[src/rtl/file_op_sequencer_pkg.sv]
// file_op_sequencer_pkg: opcodes, encodings, STATUS bit indices and decode helpers.
// SEQ_BITOPS_EN enables decoding of BCF/BSF/BTFSC/BTFSS; otherwise they decode as illegal.
package file_op_sequencer_pkg;

    typedef enum logic [1:0] {S_IDLE, S_READ, S_WRITE_F, S_WRITE_S} state_e;

    typedef enum logic [2:0] {WC_NONE = 3'b000, WC_STATUS = 3'b001, WC_FILE = 3'b010} wcmd_e;

    localparam int ST_Z  = 2;
    localparam int ST_DC = 1;
    localparam int ST_C  = 0;

    localparam logic [2:0] FLAG_Z   = 3'b100;
    localparam logic [2:0] FLAG_ALL = 3'b111;
    localparam logic [2:0] FLAG_C   = 3'b001;

    typedef enum logic [4:0] {
        OP_NOP, OP_MOVWF, OP_CLRW, OP_CLRF, OP_SUBWF, OP_DECF, OP_IORWF, OP_ANDWF,
        OP_XORWF, OP_ADDWF, OP_MOVF, OP_COMF, OP_INCF, OP_DECFSZ, OP_RRF, OP_RLF,
        OP_SWAPF, OP_INCFSZ, OP_BCF, OP_BSF, OP_BTFSC, OP_BTFSS, OP_ILLEGAL
    } op_e;

    function automatic op_e decode(input logic [11:0] i);
        op_e o;
        casez (i)
            12'b0000_0000_0000: o = OP_NOP;
            12'b0000_001?_????: o = OP_MOVWF;
            12'b0000_010?_????: o = OP_CLRW;
            12'b0000_011?_????: o = OP_CLRF;
            12'b0000_10??_????: o = OP_SUBWF;
            12'b0000_11??_????: o = OP_DECF;
            12'b0001_00??_????: o = OP_IORWF;
            12'b0001_01??_????: o = OP_ANDWF;
            12'b0001_10??_????: o = OP_XORWF;
            12'b0001_11??_????: o = OP_ADDWF;
            12'b0010_00??_????: o = OP_MOVF;
            12'b0010_01??_????: o = OP_COMF;
            12'b0010_10??_????: o = OP_INCF;
            12'b0010_11??_????: o = OP_DECFSZ;
            12'b0011_00??_????: o = OP_RRF;
            12'b0011_01??_????: o = OP_RLF;
            12'b0011_10??_????: o = OP_SWAPF;
            12'b0011_11??_????: o = OP_INCFSZ;
`ifdef SEQ_BITOPS_EN
            12'b0100_????_????: o = OP_BCF;
            12'b0101_????_????: o = OP_BSF;
            12'b0110_????_????: o = OP_BTFSC;
            12'b0111_????_????: o = OP_BTFSS;
`endif
            default:            o = OP_ILLEGAL;
        endcase
        return o;
    endfunction

    function automatic logic byte_op(input op_e op);
        return op inside {OP_SUBWF, OP_DECF, OP_IORWF, OP_ANDWF, OP_XORWF, OP_ADDWF, OP_MOVF,
                          OP_COMF, OP_INCF, OP_DECFSZ, OP_RRF, OP_RLF, OP_SWAPF, OP_INCFSZ};
    endfunction

    function automatic logic dest_f(input op_e op, input logic d);
        return (op inside {OP_MOVWF, OP_CLRF, OP_BCF, OP_BSF}) || (d && byte_op(op));
    endfunction

    function automatic logic dest_w(input op_e op, input logic d);
        return (op == OP_CLRW) || (!d && byte_op(op));
    endfunction

    // Mask bit positions line up with the STATUS bits they replace.
    function automatic logic [2:0] flag_mask(input op_e op);
        return (op inside {OP_ADDWF, OP_SUBWF}) ? FLAG_ALL :
               (op inside {OP_ANDWF, OP_IORWF, OP_XORWF, OP_COMF, OP_DECF, OP_INCF,
                           OP_MOVF, OP_CLRF, OP_CLRW}) ? FLAG_Z :
               (op inside {OP_RLF, OP_RRF}) ? FLAG_C : 3'b000;
    endfunction

endpackage

[src/rtl/file_op_sequencer_if.sv]
// file_op_sequencer_if: instruction handshake and register-file/STATUS bus of the sequencer.
interface file_op_sequencer_if;
    logic        instValid;
    logic [11:0] instIn;
    logic        instReady;
    logic [7:0]  regfileIn;
    logic [7:0]  statusIn;
    logic [2:0]  writeCommand;
    logic [4:0]  fileAddr;
    logic [7:0]  writeDataOut;
    logic [7:0]  statusOut;
    logic [7:0]  wOut;
    logic        done;
    logic        skipOut;
    logic        illegalOut;

    modport master (
        output instValid, instIn, regfileIn, statusIn,
        input  instReady, writeCommand, fileAddr, writeDataOut, statusOut, wOut, done, skipOut, illegalOut
    );

    modport slave (
        input  instValid, instIn, regfileIn, statusIn,
        output instReady, writeCommand, fileAddr, writeDataOut, statusOut, wOut, done, skipOut, illegalOut
    );
endinterface

[src/rtl/file_op_sequencer_alu.sv]
// file_alu: combinational datapath for PIC16C5x byte/bit-oriented file operations.
module file_alu
    import file_op_sequencer_pkg::*;
(
    input  op_e        op,
    input  logic [7:0] f_in,
    input  logic [7:0] w_in,
    input  logic       c_in,
    input  logic [2:0] b,
    output logic [7:0] result,
    output logic       z,
    output logic       dc,
    output logic       c
);
    logic [8:0] add, sub;
    logic [4:0] add_lo, sub_lo;
    logic [7:0] bit_m;

    // Subtraction is f + ~W + 1 so carry-out reads as "no borrow".
    assign add    = {1'b0, f_in} + {1'b0, w_in};
    assign sub    = {1'b0, f_in} + {1'b0, ~w_in} + 9'd1;
    assign add_lo = {1'b0, f_in[3:0]} + {1'b0, w_in[3:0]};
    assign sub_lo = {1'b0, f_in[3:0]} + {1'b0, ~w_in[3:0]} + 5'd1;
    assign bit_m  = 8'd1 << b;
    assign z      = result == 8'h00;

    always_comb begin
        result = f_in;
        c      = c_in;
        dc     = 1'b0;
        case (op)
            OP_ADDWF:            begin result = add[7:0]; c = add[8]; dc = add_lo[4]; end
            OP_SUBWF:            begin result = sub[7:0]; c = sub[8]; dc = sub_lo[4]; end
            OP_ANDWF:            result = f_in & w_in;
            OP_IORWF:            result = f_in | w_in;
            OP_XORWF:            result = f_in ^ w_in;
            OP_COMF:             result = ~f_in;
            OP_DECF, OP_DECFSZ:  result = f_in - 8'd1;
            OP_INCF, OP_INCFSZ:  result = f_in + 8'd1;
            OP_CLRF, OP_CLRW:    result = 8'h00;
            OP_MOVWF:            result = w_in;
            OP_RRF:              begin result = {c_in, f_in[7:1]}; c = f_in[0]; end
            OP_RLF:              begin result = {f_in[6:0], c_in}; c = f_in[7]; end
            OP_SWAPF:            result = {f_in[3:0], f_in[7:4]};
            OP_BCF:              result = f_in & ~bit_m;
            OP_BSF:              result = f_in | bit_m;
            default:             result = f_in;
        endcase
    end
endmodule

[src/rtl/file_op_sequencer.sv]
// file_op_sequencer: IDLE->READ->WRITE_F[->WRITE_S] sequencer for PIC16C5x file instructions.
// Bit ops (BCF/BSF/BTFSC/BTFSS) execute only when SEQ_BITOPS_EN is defined.
module file_op_sequencer
    import file_op_sequencer_pkg::*;
(
    input logic                  clk,
    input logic                  rst,
    file_op_sequencer_if.slave   bus
);
    state_e      state_q, state_d;
    logic [11:0] inst_q, inst_d;
    logic [7:0]  result_q, result_d;
    logic [7:0]  w_q, w_d;
    logic [2:0]  flags_q, flags_d;
    logic        skip_q, skip_d;

    op_e        op;
    logic [2:0] mask;
    logic       wr_f, wr_w, bit_val, done;
    logic [7:0] alu_res;
    logic       alu_z, alu_dc, alu_c;

    assign op      = decode(inst_q);
    assign mask    = flag_mask(op);
    assign wr_f    = dest_f(op, inst_q[5]);
    assign wr_w    = dest_w(op, inst_q[5]);
    assign bit_val = bus.regfileIn[inst_q[7:5]];

    file_alu u_alu (
        .op     (op),
        .f_in   (bus.regfileIn),
        .w_in   (w_q),
        .c_in   (bus.statusIn[ST_C]),
        .b      (inst_q[7:5]),
        .result (alu_res),
        .z      (alu_z),
        .dc     (alu_dc),
        .c      (alu_c)
    );

    always_comb begin
        state_d  = state_q;
        inst_d   = inst_q;
        result_d = result_q;
        flags_d  = flags_q;
        skip_d   = skip_q;
        w_d      = w_q;
        case (state_q)
            S_IDLE: if (bus.instValid) begin
                state_d = S_READ;
                inst_d  = bus.instIn;
            end
            S_READ: begin
                state_d  = S_WRITE_F;
                result_d = alu_res;
                flags_d  = {alu_z, alu_dc, alu_c};
                skip_d   = (op inside {OP_DECFSZ, OP_INCFSZ}) ? alu_z :
                           (op == OP_BTFSC) ? !bit_val :
                           (op == OP_BTFSS) ? bit_val : 1'b0;
            end
            S_WRITE_F: begin
                state_d = |mask ? S_WRITE_S : S_IDLE;
                w_d     = wr_w ? result_q : w_q;
            end
            default: state_d = S_IDLE;
        endcase
    end

    always_ff @(posedge clk or negedge rst) begin
        if (!rst) begin
            state_q  <= S_IDLE;
            inst_q   <= '0;
            result_q <= '0;
            w_q      <= '0;
            flags_q  <= '0;
            skip_q   <= 1'b0;
        end else begin
            state_q  <= state_d;
            inst_q   <= inst_d;
            result_q <= result_d;
            w_q      <= w_d;
            flags_q  <= flags_d;
            skip_q   <= skip_d;
        end
    end

    // STATUS is merged from the live statusIn so an earlier write to it is preserved.
    assign done             = (state_q == S_WRITE_F && mask == 3'b000) || state_q == S_WRITE_S;
    assign bus.instReady    = state_q == S_IDLE;
    assign bus.writeCommand = (state_q == S_WRITE_F && wr_f) ? WC_FILE :
                              (state_q == S_WRITE_S) ? WC_STATUS : WC_NONE;
    assign bus.fileAddr     = (state_q == S_IDLE) ? 5'd0 : inst_q[4:0];
    assign bus.writeDataOut = (state_q == S_WRITE_F && wr_f) ? result_q : 8'h00;
    assign bus.statusOut    = (state_q == S_WRITE_S) ?
                              ((bus.statusIn & ~{5'b0, mask}) | ({5'b0, flags_q} & {5'b0, mask})) : 8'h00;
    assign bus.wOut         = w_q;
    assign bus.done         = done;
    assign bus.skipOut      = done && skip_q;
    assign bus.illegalOut   = done && op == OP_ILLEGAL;
endmodule

[src/flat_wrapper.sv]
// flat-port wrapper written by rule: the top's interface ports become plain ports
module file_op_sequencer_flat import file_op_sequencer_pkg::*;
  (clk, rst, bus_instValid, bus_instIn, bus_regfileIn, bus_statusIn, bus_instReady, bus_writeCommand, bus_fileAddr, bus_writeDataOut, bus_statusOut, bus_wOut, bus_done, bus_skipOut, bus_illegalOut);
  file_op_sequencer_if bus_i ();
  input logic clk;
  input logic rst;
  input wire logic [$bits(bus_i.instValid)-1:0] bus_instValid;
  input wire logic [$bits(bus_i.instIn)-1:0] bus_instIn;
  input wire logic [$bits(bus_i.regfileIn)-1:0] bus_regfileIn;
  input wire logic [$bits(bus_i.statusIn)-1:0] bus_statusIn;
  output wire logic [$bits(bus_i.instReady)-1:0] bus_instReady;
  output wire logic [$bits(bus_i.writeCommand)-1:0] bus_writeCommand;
  output wire logic [$bits(bus_i.fileAddr)-1:0] bus_fileAddr;
  output wire logic [$bits(bus_i.writeDataOut)-1:0] bus_writeDataOut;
  output wire logic [$bits(bus_i.statusOut)-1:0] bus_statusOut;
  output wire logic [$bits(bus_i.wOut)-1:0] bus_wOut;
  output wire logic [$bits(bus_i.done)-1:0] bus_done;
  output wire logic [$bits(bus_i.skipOut)-1:0] bus_skipOut;
  output wire logic [$bits(bus_i.illegalOut)-1:0] bus_illegalOut;
  assign bus_i.instValid = bus_instValid;
  assign bus_i.instIn = bus_instIn;
  assign bus_i.regfileIn = bus_regfileIn;
  assign bus_i.statusIn = bus_statusIn;
  assign bus_instReady = bus_i.instReady;
  assign bus_writeCommand = bus_i.writeCommand;
  assign bus_fileAddr = bus_i.fileAddr;
  assign bus_writeDataOut = bus_i.writeDataOut;
  assign bus_statusOut = bus_i.statusOut;
  assign bus_wOut = bus_i.wOut;
  assign bus_done = bus_i.done;
  assign bus_skipOut = bus_i.skipOut;
  assign bus_illegalOut = bus_i.illegalOut;
  file_op_sequencer u_core (.clk(clk), .rst(rst), .bus(bus_i));
endmodule
[config.mk]
export PLATFORM = sky130hd
export DESIGN_NAME = file_op_sequencer_flat
export DESIGN_NICKNAME = d
export VERILOG_FILES = /design/src/rtl/file_op_sequencer_pkg.sv /design/src/rtl/file_op_sequencer_if.sv /design/src/rtl/file_op_sequencer_alu.sv /design/src/rtl/file_op_sequencer.sv /design/src/flat_wrapper.sv
export SDC_FILE = /design/constraint.sdc
export NUM_CORES = 1
export LEC_CHECK = 0
export ABC_CLOCK_PERIOD_IN_PS = 4300
export CORE_AREA = 2 2 90 92
export DETAILED_ROUTE_END_ITERATION = 6
export DIE_AREA = 0 0 92 94
export DONT_BUFFER_PORTS = 1
export SETUP_SLACK_MARGIN = 0.2
export SYNTH_ARGS = -nofsm -noshare
export SYNTH_HDL_FRONTEND = slang
export SYNTH_SLANG_ARGS = --single-unit
[constraint.sdc]
create_clock -name clk -period 4.3 [get_ports clk]
set_input_delay 0.645 -clock clk [delete_from_list [all_inputs] [get_ports clk]]
set_output_delay 0.645 -clock clk [all_outputs]
set_load 0.01 [all_outputs]
==> results of run 1 <==
synthesized netlist by cell type (7+ instances only):
| cell | count | share of area (%) |
|---|---|---|
| nand2_1 | 38 | 3.9 |
| nor2_1 | 35 | 3.5 |
| dfrtp_1 | 34 | 23 |
| inv_1 | 25 | 2.5 |
| ha_1 | 22 | 7.4 |
| o21ai_0 | 21 | 2.8 |
| a21oi_1 | 19 | 2.6 |
| mux2_2 | 12 | 3.6 |
| and2_1 | 11 | 1.9 |
| nor2b_1 | 11 | 1.9 |
| buf_6 | 10 | 3.0 |
| nand3_1 | 10 | 1.4 |
| o21ai_1 | 10 | 1.4 |
| clkbuf_1 | 9 | 0.91 |
| nor3_1 | 9 | 1.2 |
| and3_1 | 7 | 1.2 |
| mux2i_1 | 7 | 1.9 |
| xnor2_1 | 7 | 1.7 |
sequential cells by signal, summed over array words and instances, names as in the netlist:
signal,cells
u_core.result_q,8
u_core.skip_q,1
u_core.bus.wOut,8
u_core.flags_q,3
u_core.inst_q,12
u_core.state_q,2
power by group:
part | leakage (uW) | switching, uW | internal (uW) | total [uW]
logic | 0.00109 | 1090 | 643 | 1730
clock network | 0.0000482 | 113 | 129 | 242
registers | 0.000419 | 212 | 464 | 676
total | 0.00155 | 1410 | 1240 | 2650
worst min-delay path by stage:
| stage | start | endpoint | cells after the start |
|---|---|---|---|
| 4_1_cts | rst | u_core.bus.wOut[3] | 0 |
| 3_3_place_gp | rst | u_core.bus.wOut[3] | 0 |
| 6_report | rst | u_core.bus.wOut[3] | 0 |
| 5_1_grt | rst | u_core.bus.wOut[3] | 0 |
| 3_5_place_dp | rst | u_core.bus.wOut[3] | 0 |
| 2_1_floorplan | rst | u_core.bus.wOut[0] | 0 |
cell families (layout without fill, tap and decap cells):
kind of cell,after synthesis,after routing
flops,34,34
compound gates,137,137
simple gates,158,158
mux,19,19
fa+ha+maj,27,27
other cells,1,1
buf+inv,53,40
xor+xnor,10,10
routing by layer:
layer | vias to the layer above | GRT usage (%) | part of all wire (%)
met5 | - | 0 | 0
met4 | 0 | 10.1 | 3.4
met3 | 30 | 6.34 | 9.0
met2 | 187 | 40.2 | 44
met1 | 1646 | 38.8 | 44
li1 | 1583 | - | -
stage by stage:
| step | worst slack, ps | cell area [um^2] | utilization (%) | hold WS, ps |
|---|---|---|---|---|
| after floorplan | 1210 | 3700 | - | 349 |
| after CTS | 704 | 3770 | 49.6 | 44.4 |
| final | 710 | 3770 | 49.6 | 47.4 |
| after detailed placement | 739 | 3680 | 48.4 | 350 |
| after global routing | 475 | 3770 | 49.6 | 30.5 |
| after global placement | 851 | 3680 | 48.4 | 350 |
area by class of cell:
type / instances / area [um^2]
fill: 776 / 3840
multi-input combinational: 352 / 2560
sequential: 34 / 851
tap: 102 / 128
inverter: 26 / 97.6
clock buffer: 7 / 86.3
timing repair buffer: 6 / 45.0
clock inverter: 1 / 5.00
==> impl_metrics.yaml, run 1 <==
placed_design:
  dpl.cell_count: 520
  dp_hpwl_um: 8910
  place.port_buffers: 0
  gp_congestion: 0.958
hold_path:
  hold_path_class: "in -> async"
floorplan:
  die_w_um: 92
  die_area_um2: 8650
  rows: 32
  core_um2: 7610
  start_util_pct: 48.7
  die_h_um: 94
  ios: 67
logic_synthesis:
  synth_enable_flop_cells: 0
  synth_top_family_by_area: "compound AO/OA/AOI/OAI gates"
  synth-compound-area-share_pct: 27.5
  ys.flop_type: "dfrtp_1"
  ys_seq_area_share_pct: 23.0
  syn_inst: 439
  syn_area_um2: 3700
  yosys.cell_types.count: 89
  syn_avg_cell_area_um2: 8.44
  async_flop_share_pct: 100
  synthAdderAreaFrac_pct: 9.63
  syn-num-nets: 495
  ys_warn_count: 0
  synth_simple_gate_area_share_pct: 23.9
  synth_mux_area_share_pct: 5.54
  synthXorXnorAreaFrac_pct: 2.36
  synth_seq_cells: 34
clock_tree:
  tritoncts: "built"
  postCtsSetupBuffers: 0
  cts_root_buf: "clkbuf_8"
  cts_num_sinks: 34
  ctsHoldBuffers: 0
  numCtsBuffers: 5
  htreeDepth: 2
  cts_resized: 0
  insertion_delay_ps: 280
  clk_path_buf_depth: 2
  clk_pin_slew_ps: 70
timing:
  slew_viol_final: 0
  setup_violations: 0
  max_freq_mhz: 279
  post-route-min-period_ps: 3590
  setup_tns_ps: 0
  skew_ps: 7.32
  timing.final.hold_violations: 0
  grt_setup_unrepaired: "false"
  worst_slew_pin_slew_ps: 827
  relSlewSlack_pct: 44.1
  period_share_pct: 83.5
critical_path:
  cp.arrival_ps: 3790
  crit_family: "compound AO/OA/AOI/OAI gates"
  cp-endpoint: "u_core.skip_q"
  critical_path_peak_fanout: 10
  r2r_cells: 11
  ff2ff_setup_slack_ps: 710
  setup.worst_path.start: "u_core.inst_q[10]"
  worstSetupPathType: "reg -> reg"
  path_buf_inv: 0
  r2r_end: "u_core.skip_q"
  worstSetupEndpointType: "flip-flop"
  cpPeakStageDelay_ps: 590
  required_ps: 4500
  timing.rr.start: "u_core.inst_q[10]"
  path_cells: "or2_1 -> or3_1 -> ha_1 -> a21oi_1 -> o2111ai_1 -> o31ai_1 -> xnor2_1 -> o22ai_1 -> a211oi_2 -> nand3_2 -> o31ai_2"
  crit_cells: 11
  cp_slowest_cell: "or3_1"
  cp-start-kind: "flip-flop"
global_route:
  groute.usage.overall_pct: 27.3
  antenna_found_initial: 0
  grt_max_degree: 35
  grt_pass1_wl_um: 17900
  grt_overflow: 0
  grt_pass1_vias: 3145
pwr:
  ir_drop_v: 0.000382
  power_uw: 2650
  leakage_uw: 0.00155
  cellPowerDensity_nw_per_um2: 703
layout:
  nets: 481
  diodes: 0
  final_cells: 528
  drive_gt1_share_pct: 13.1
  layout_commonest_cell: "nand2_1"
  syn2layout_area_growth_pct: 1.79
  mostFrequentLayoutCells: "nand2_1, nor2_1, dfrtp_1"
route:
  vias: 3446
  routed_via_density: 6.53
  dr.pass1.iters: 5
  drt_wl_total_um: 11700
  ant_nets: 0
  drc: 0
  wl_per_cell_um: 22.2
  dr.first_iter.drc_count: 390
outcome:
  status: "finished clean"
job:
  cap_viol_max_count: 0
(Power assumes the default switching activity.)
==> run 2: changes to the inputs <==
--- a/config.mk
+++ b/config.mk
@@ -5,11 +5,12 @@
 export SDC_FILE = /design/constraint.sdc
 export NUM_CORES = 1
 export LEC_CHECK = 0
-export ABC_CLOCK_PERIOD_IN_PS = 4300
+export ABC_CLOCK_PERIOD_IN_PS = 2900
 export CORE_AREA = 2 2 90 92
 export DETAILED_ROUTE_END_ITERATION = 6
 export DIE_AREA = 0 0 92 94
 export DONT_BUFFER_PORTS = 1
+export PLACE_DENSITY = 0.66
 export SETUP_SLACK_MARGIN = 0.2
 export SYNTH_ARGS = -nofsm -noshare
 export SYNTH_HDL_FRONTEND = slang
==> constraint.sdc (replaced) <==
create_clock -name clk -period 2.9 [get_ports clk]
set_input_delay 0.435 -clock clk [delete_from_list [all_inputs] [get_ports clk]]
set_output_delay 0.435 -clock clk [all_outputs]
set_load 0.01 [all_outputs]
==> run 2 against run 1 <==
Compared with the run above: die area is the same; via count grew 3.5%; combinational power grew 73%; utilization grew 5.3 points; maximum frequency grew 28%.
==> impl_metrics.yaml, run 2 (same netlist as run 1, synthesis figures left out) <==
layout:
  mostFrequentLayoutCells: "nand2_1, buf_4, nor2_1, dfrtp_1, inv_1"
  top_register: "u_core.inst_q"
  final_cells: 559
  nets: 512
  layout_commonest_cell: "nand2_1"
  largest_reg_flops: 12
  multi_input_area_um2: 2710
  drive_gt1_share_pct: 24.3
  n_fill_cell: 721
  post-route-util_pct: 54.9
  seqCellArea_um2: 851
  diodes: 0
  final_cell_area_um2: 4170
  syn2layout_area_growth_pct: 12.7
timing:
  hold_slack_ps: 269
  grt_setup_unrepaired: "true"
  skew_ps: 8.19
  period_share_pct: 96.4
  post-route-min-period_ps: 2800
  setup_violations: 0
  worst_slew_pin_slew_ps: 871
  max_freq_mhz: 358
  slew_viol_final: 0
  relSlewSlack_pct: 41.2
  timing.final.hold_violations: 0
route:
  vias: 3566
  routed_via_density: 6.38
  wl_per_cell_um: 21.2
  dr.pass1.iters: 6
  drc: 0
  dr.first_iter.drc_count: 391
  drt_wl_total_um: 11900
  ant_nets: 0
placed_design:
  dpl.cell_count: 543
  place.port_buffers: 0
  dpl_cell_area_um2: 3920
  dp_hpwl_um: 8930
  gp_congestion: 1.02
pwr:
  cellPowerDensity_nw_per_um2: 1020
  ir_drop_v: 0.000656
  p_int_uw: 2090
  leakage_uw: 0.00172
  seqPwrFrac_pct: 20.6
  comb_power_share_pct: 70.6
  p_switching_uw: 2160
  p_sw_share_pct: 50.8
  clock_power_share_pct: 8.9
global_route:
  grt_max_degree: 35
  grt_pass1_wl_um: 18500
  antenna_found_initial: 0
  grt_overflow: 0
  groute.usage.overall_pct: 27.3
  grt_pass1_vias: 3397
floorplan:
  die_area_um2: 8650
  die_h_um: 94
  start_util_pct: 48.7
  core_um2: 7610
  die_w_um: 92
  rows: 32
  ios: 67
clock_tree:
  numCtsBuffers: 5
  cts_num_sinks: 34
  clk_pin_slew_ps: 80
  clk_path_buf_depth: 2
  tritoncts: "built"
  cts_root_buf: "clkbuf_8"
  insertion_delay_ps: 290
  htreeDepth: 2
critical_path:
  cp.arrival_ps: 3000
  timing.rr.start: "u_core.bus.wOut[0]"
  critical_path_peak_fanout: 3
  cp-start-kind: "flip-flop"
  cpMostUsedCell: "o31ai_2"
  path_buf_inv: 2
  required_ps: 3100
  crit_family: "compound AO/OA/AOI/OAI gates"
  path_cells: "ha_2 -> inv_1 -> fa_1 -> a21o_1 -> a21oi_2 -> nor2_1 -> a2bb2oi_1 -> o31ai_2 -> buf_4 -> and4bb_1 -> nand3_2 -> o31ai_2"
  cp_slowest_cell: "dfrtp_1"
  setup.worst_path.start: "u_core.bus.wOut[0]"
  worstSetupEndpointType: "flip-flop"
  cpPeakStageDelay_ps: 420
  worstSetupPathType: "reg -> reg"
job:
  cap_viol_max_count: 0
outcome:
  status: "finished clean"
hold_path:
  hold_start: "bus_instIn[9]"
  hold_path_class: "in -> reg"
==> run 2: changes by cell type in the layout (fill, tap and decap cells not counted), sizes merged <==
cell	previous run	this run
buf	6	36
dlygate4sd3	0	1
==> run 2: final cells by class <==
| type | instances | area share, % |
|---|---|---|
| multi-input combinational | 352 | 65.0 |
| sequential | 34 | 20.4 |
| timing repair buffer | 37 | 7.02 |
| tap | 102 | 3.06 |
| inverter | 26 | 2.34 |
| clock buffer | 7 | 2.07 |
| clock inverter | 1 | 0.120 |
==> run 2: per-stage QoR <==
stage,power [uW],TNS (ps),setup WS [ps]
2_1_floorplan,3020,0,24.7
3_3_place_gp,3650,0,56.6
3_5_place_dp,3690,-3.91,-3.91
4_1_cts,4180,0,34.3
5_1_grt,4550,-9.13,-9.13
6_report,4250,0,104
==> run 2: repair_timing <==
action | 4_1_cts | 5_1_grt
cloned | 0 | 0
endpoints found under the setup margin | 3 | 5
endpoints found under the hold margin | 34 | 0
pin swaps | 7 | 11
gates resized for setup | 9 | 12
setup buffers | 4 | 2
hold buffers | 2 | 0
==> run 2: worst paths after layout <==
path                            depth (start not counted)            endpoint  slack [ps]
worst max-delay path                                   12       u_core.skip_q         100
worst min-delay path                                    2    u_core.inst_q[9]         270
worst max register to register                         12       u_core.skip_q         100
worst min register to register                          2   u_core.flags_q[1]         480
max in group asynchronous                               2    u_core.inst_q[9]        2130
min in group asynchronous                               2  u_core.bus.wOut[3]         580
==> run 2: power groups by stage <==
stage          clock, uW  sequential (uW)  combinational (uW)
2_1_floorplan          0              855                2170
3_3_place_gp           0              872                2780
3_5_place_dp           0              889                2800
4_1_cts              389              879                2910
5_1_grt              403              914                3230
6_report             376              875                3000
==> run 2: routing by layer <==
layer  global-route usage [%]  up-vias  wire (um)
met5                        0        -          0
met1                     36.6     1678       4830
met4                     9.95        0        409
li1                         -     1644          -
met2                     45.0      199       5560
met3                     3.93       45       1050
==> run 3: changes to the inputs <==
--- a/config.mk
+++ b/config.mk
@@ -12,6 +12,7 @@
 export DONT_BUFFER_PORTS = 1
 export PLACE_DENSITY = 0.66
 export SETUP_SLACK_MARGIN = 0.2
+export SKIP_LAST_GASP = 1
 export SYNTH_ARGS = -nofsm -noshare
 export SYNTH_HDL_FRONTEND = slang
 export SYNTH_SLANG_ARGS = --single-unit
==> run 3 against run 2 <==
Compared with the run above: worst setup slack gained 3.9 ps; flip-flop and latch count stayed put; via count rose by 0.36%; wire length is 0.28% lower; critical path type unchanged; clock skew about the same; largest power group unchanged; sequential share of layout area stayed put.
==> impl_metrics.yaml, run 3 (same netlist as run 1, synthesis figures left out) <==
layout:
  seqCellArea_um2: 851
  n_fill_cell: 721
  largest_reg_flops: 12
  multi_input_area_um2: 2710
  mostFrequentLayoutCells: "nand2_1, buf_4, nor2_1, dfrtp_1, inv_1"
  diodes: 0
  final_cell_area_um2: 4170
  layout_commonest_cell: "nand2_1"
  nets: 512
  top_register: "u_core.inst_q"
  final_cells: 559
  syn2layout_area_growth_pct: 12.7
  post-route-util_pct: 54.9
  drive_gt1_share_pct: 24.3
timing:
  slew_viol_final: 0
  max_freq_mhz: 358
  relSlewSlack_pct: 41.3
  grt_setup_unrepaired: "true"
  skew_ps: 8.26
  post-route-min-period_ps: 2790
  period_share_pct: 96.3
  worst_slew_pin_slew_ps: 869
  timing.final.hold_violations: 0
  setup_violations: 0
critical_path:
  r2r_end: "u_core.skip_q"
  ff2ff_setup_slack_ps: 110
  worstSetupPathType: "reg -> reg"
  critical_path_peak_fanout: 3
  cp-start-kind: "flip-flop"
  r2r_cells: 12
  required_ps: 3100
  worstSetupEndpointType: "flip-flop"
  timing.rr.start: "u_core.bus.wOut[0]"
  setup.worst_path.start: "u_core.bus.wOut[0]"
  cp.arrival_ps: 3000
route:
  drt_wl_total_um: 11800
  dr.pass1.iters: 5
  ant_nets: 0
  vias: 3579
  drc: 0
  wl_per_cell_um: 21.1
  dr.first_iter.drc_count: 405
  routed_via_density: 6.40
pwr:
  cellPowerDensity_nw_per_um2: 1020
  ir_drop_v: 0.000656
  power_uw: 4250
  leakage_uw: 0.00172
placed_design:
  place.port_buffers: 0
  gp_congestion: 1.02
  dp_hpwl_um: 8930
  dpl_cell_area_um2: 3920
  dpl.cell_count: 543
floorplan:
  die_h_um: 94
  die_w_um: 92
  core_um2: 7610
  ios: 67
  start_util_pct: 48.7
  rows: 32
  die_area_um2: 8650
global_route:
  grt_pass1_vias: 3397
  grt_pass1_wl_um: 18500
  antenna_found_initial: 0
  groute.usage.overall_pct: 27.3
  grt_max_degree: 35
  grt_overflow: 0
clock_tree:
  numCtsBuffers: 5
  htreeDepth: 2
  clk_path_buf_depth: 2
  tritoncts: "built"
  clk_pin_slew_ps: 80
  cts_root_buf: "clkbuf_8"
  insertion_delay_ps: 290
  cts_num_sinks: 34
hold_path:
  hold_path_depth: 2
  whs_endpoint: "u_core.inst_q[9]"
  hold_path_class: "in -> reg"
  hold_start: "bus_instIn[9]"
job:
  cap_viol_max_count: 0
outcome:
  status: "finished clean"
run 3: cell counts in the layout (fill, tap and decap cells not counted):
No cell type changed its count.
run 3: per-stage QoR:
stage	setup slack, ps	setup TNS [ps]	hold slack (ps)
2_1_floorplan	24.7	0	139
4_1_cts	34.3	0	265
3_5_place_dp	-3.91	-3.91	140
3_3_place_gp	56.6	0	140
6_report	108	0	269
5_1_grt	-10.1	-10.1	278
run 3: final cells by class:
type                    count  share of cell area [%]
multi-input cells         352                    65.0
flip-flops and latches     34                    20.4
repair buffers             37                    7.02
well taps                 102                    3.06
inverters                  26                    2.34
clock buffers               7                    2.07
clock inverters             1                   0.120
run 3: worst max path at each step:
| stage | endpoint | slack, ps | depth (start not counted) |
|---|---|---|---|
| global route | u_core.skip_q | -10 | 11 |
| CTS | u_core.skip_q | 30 | 10 |
| finish | u_core.skip_q | 110 | 12 |
| global placement | u_core.skip_q | 60 | 13 |
| detailed placement | u_core.skip_q | -4 | 13 |
| floorplan | u_core.skip_q | 20 | 13 |
run 3: metal layers:
metal	vias to the layer above	wire length [um]	global-route usage, %
met5	-	0	0
met4	0	378	9.95
met3	36	953	3.93
met2	206	5580	45.0
met1	1693	4900	36.6
li1	1644	-	-
run 3: power breakdown:
group          switching [uW]  total, uW  leakage [uW]  internal [uW]
registers                 186        875      0.000419            690
logic                    1790       3000       0.00125           1210
clock network             184        376     0.0000482            192
total                    2160       4250       0.00172           2090
run 3: worst max-delay path, stage by stage (launching register included):
cell and delay, ps:
dfrtp_1 420, ha_2 220, inv_1 50, fa_1 410, a21o_1 210, a21oi_2 170, nor2_1 80, a2bb2oi_1 180
o31ai_2 310, buf_4 160, and4bb_1 200, nand3_2 90, o31ai_2 190
run 3: what timing repair did:
action / in CTS / in global routing
pin swaps: 7 / 10
hold buffers: 2 / 0
hold endpoints to repair: 34 / 0
resized for setup: 9 / 12
buffers inserted: 4 / 2
endpoints found under the setup margin: 3 / 5
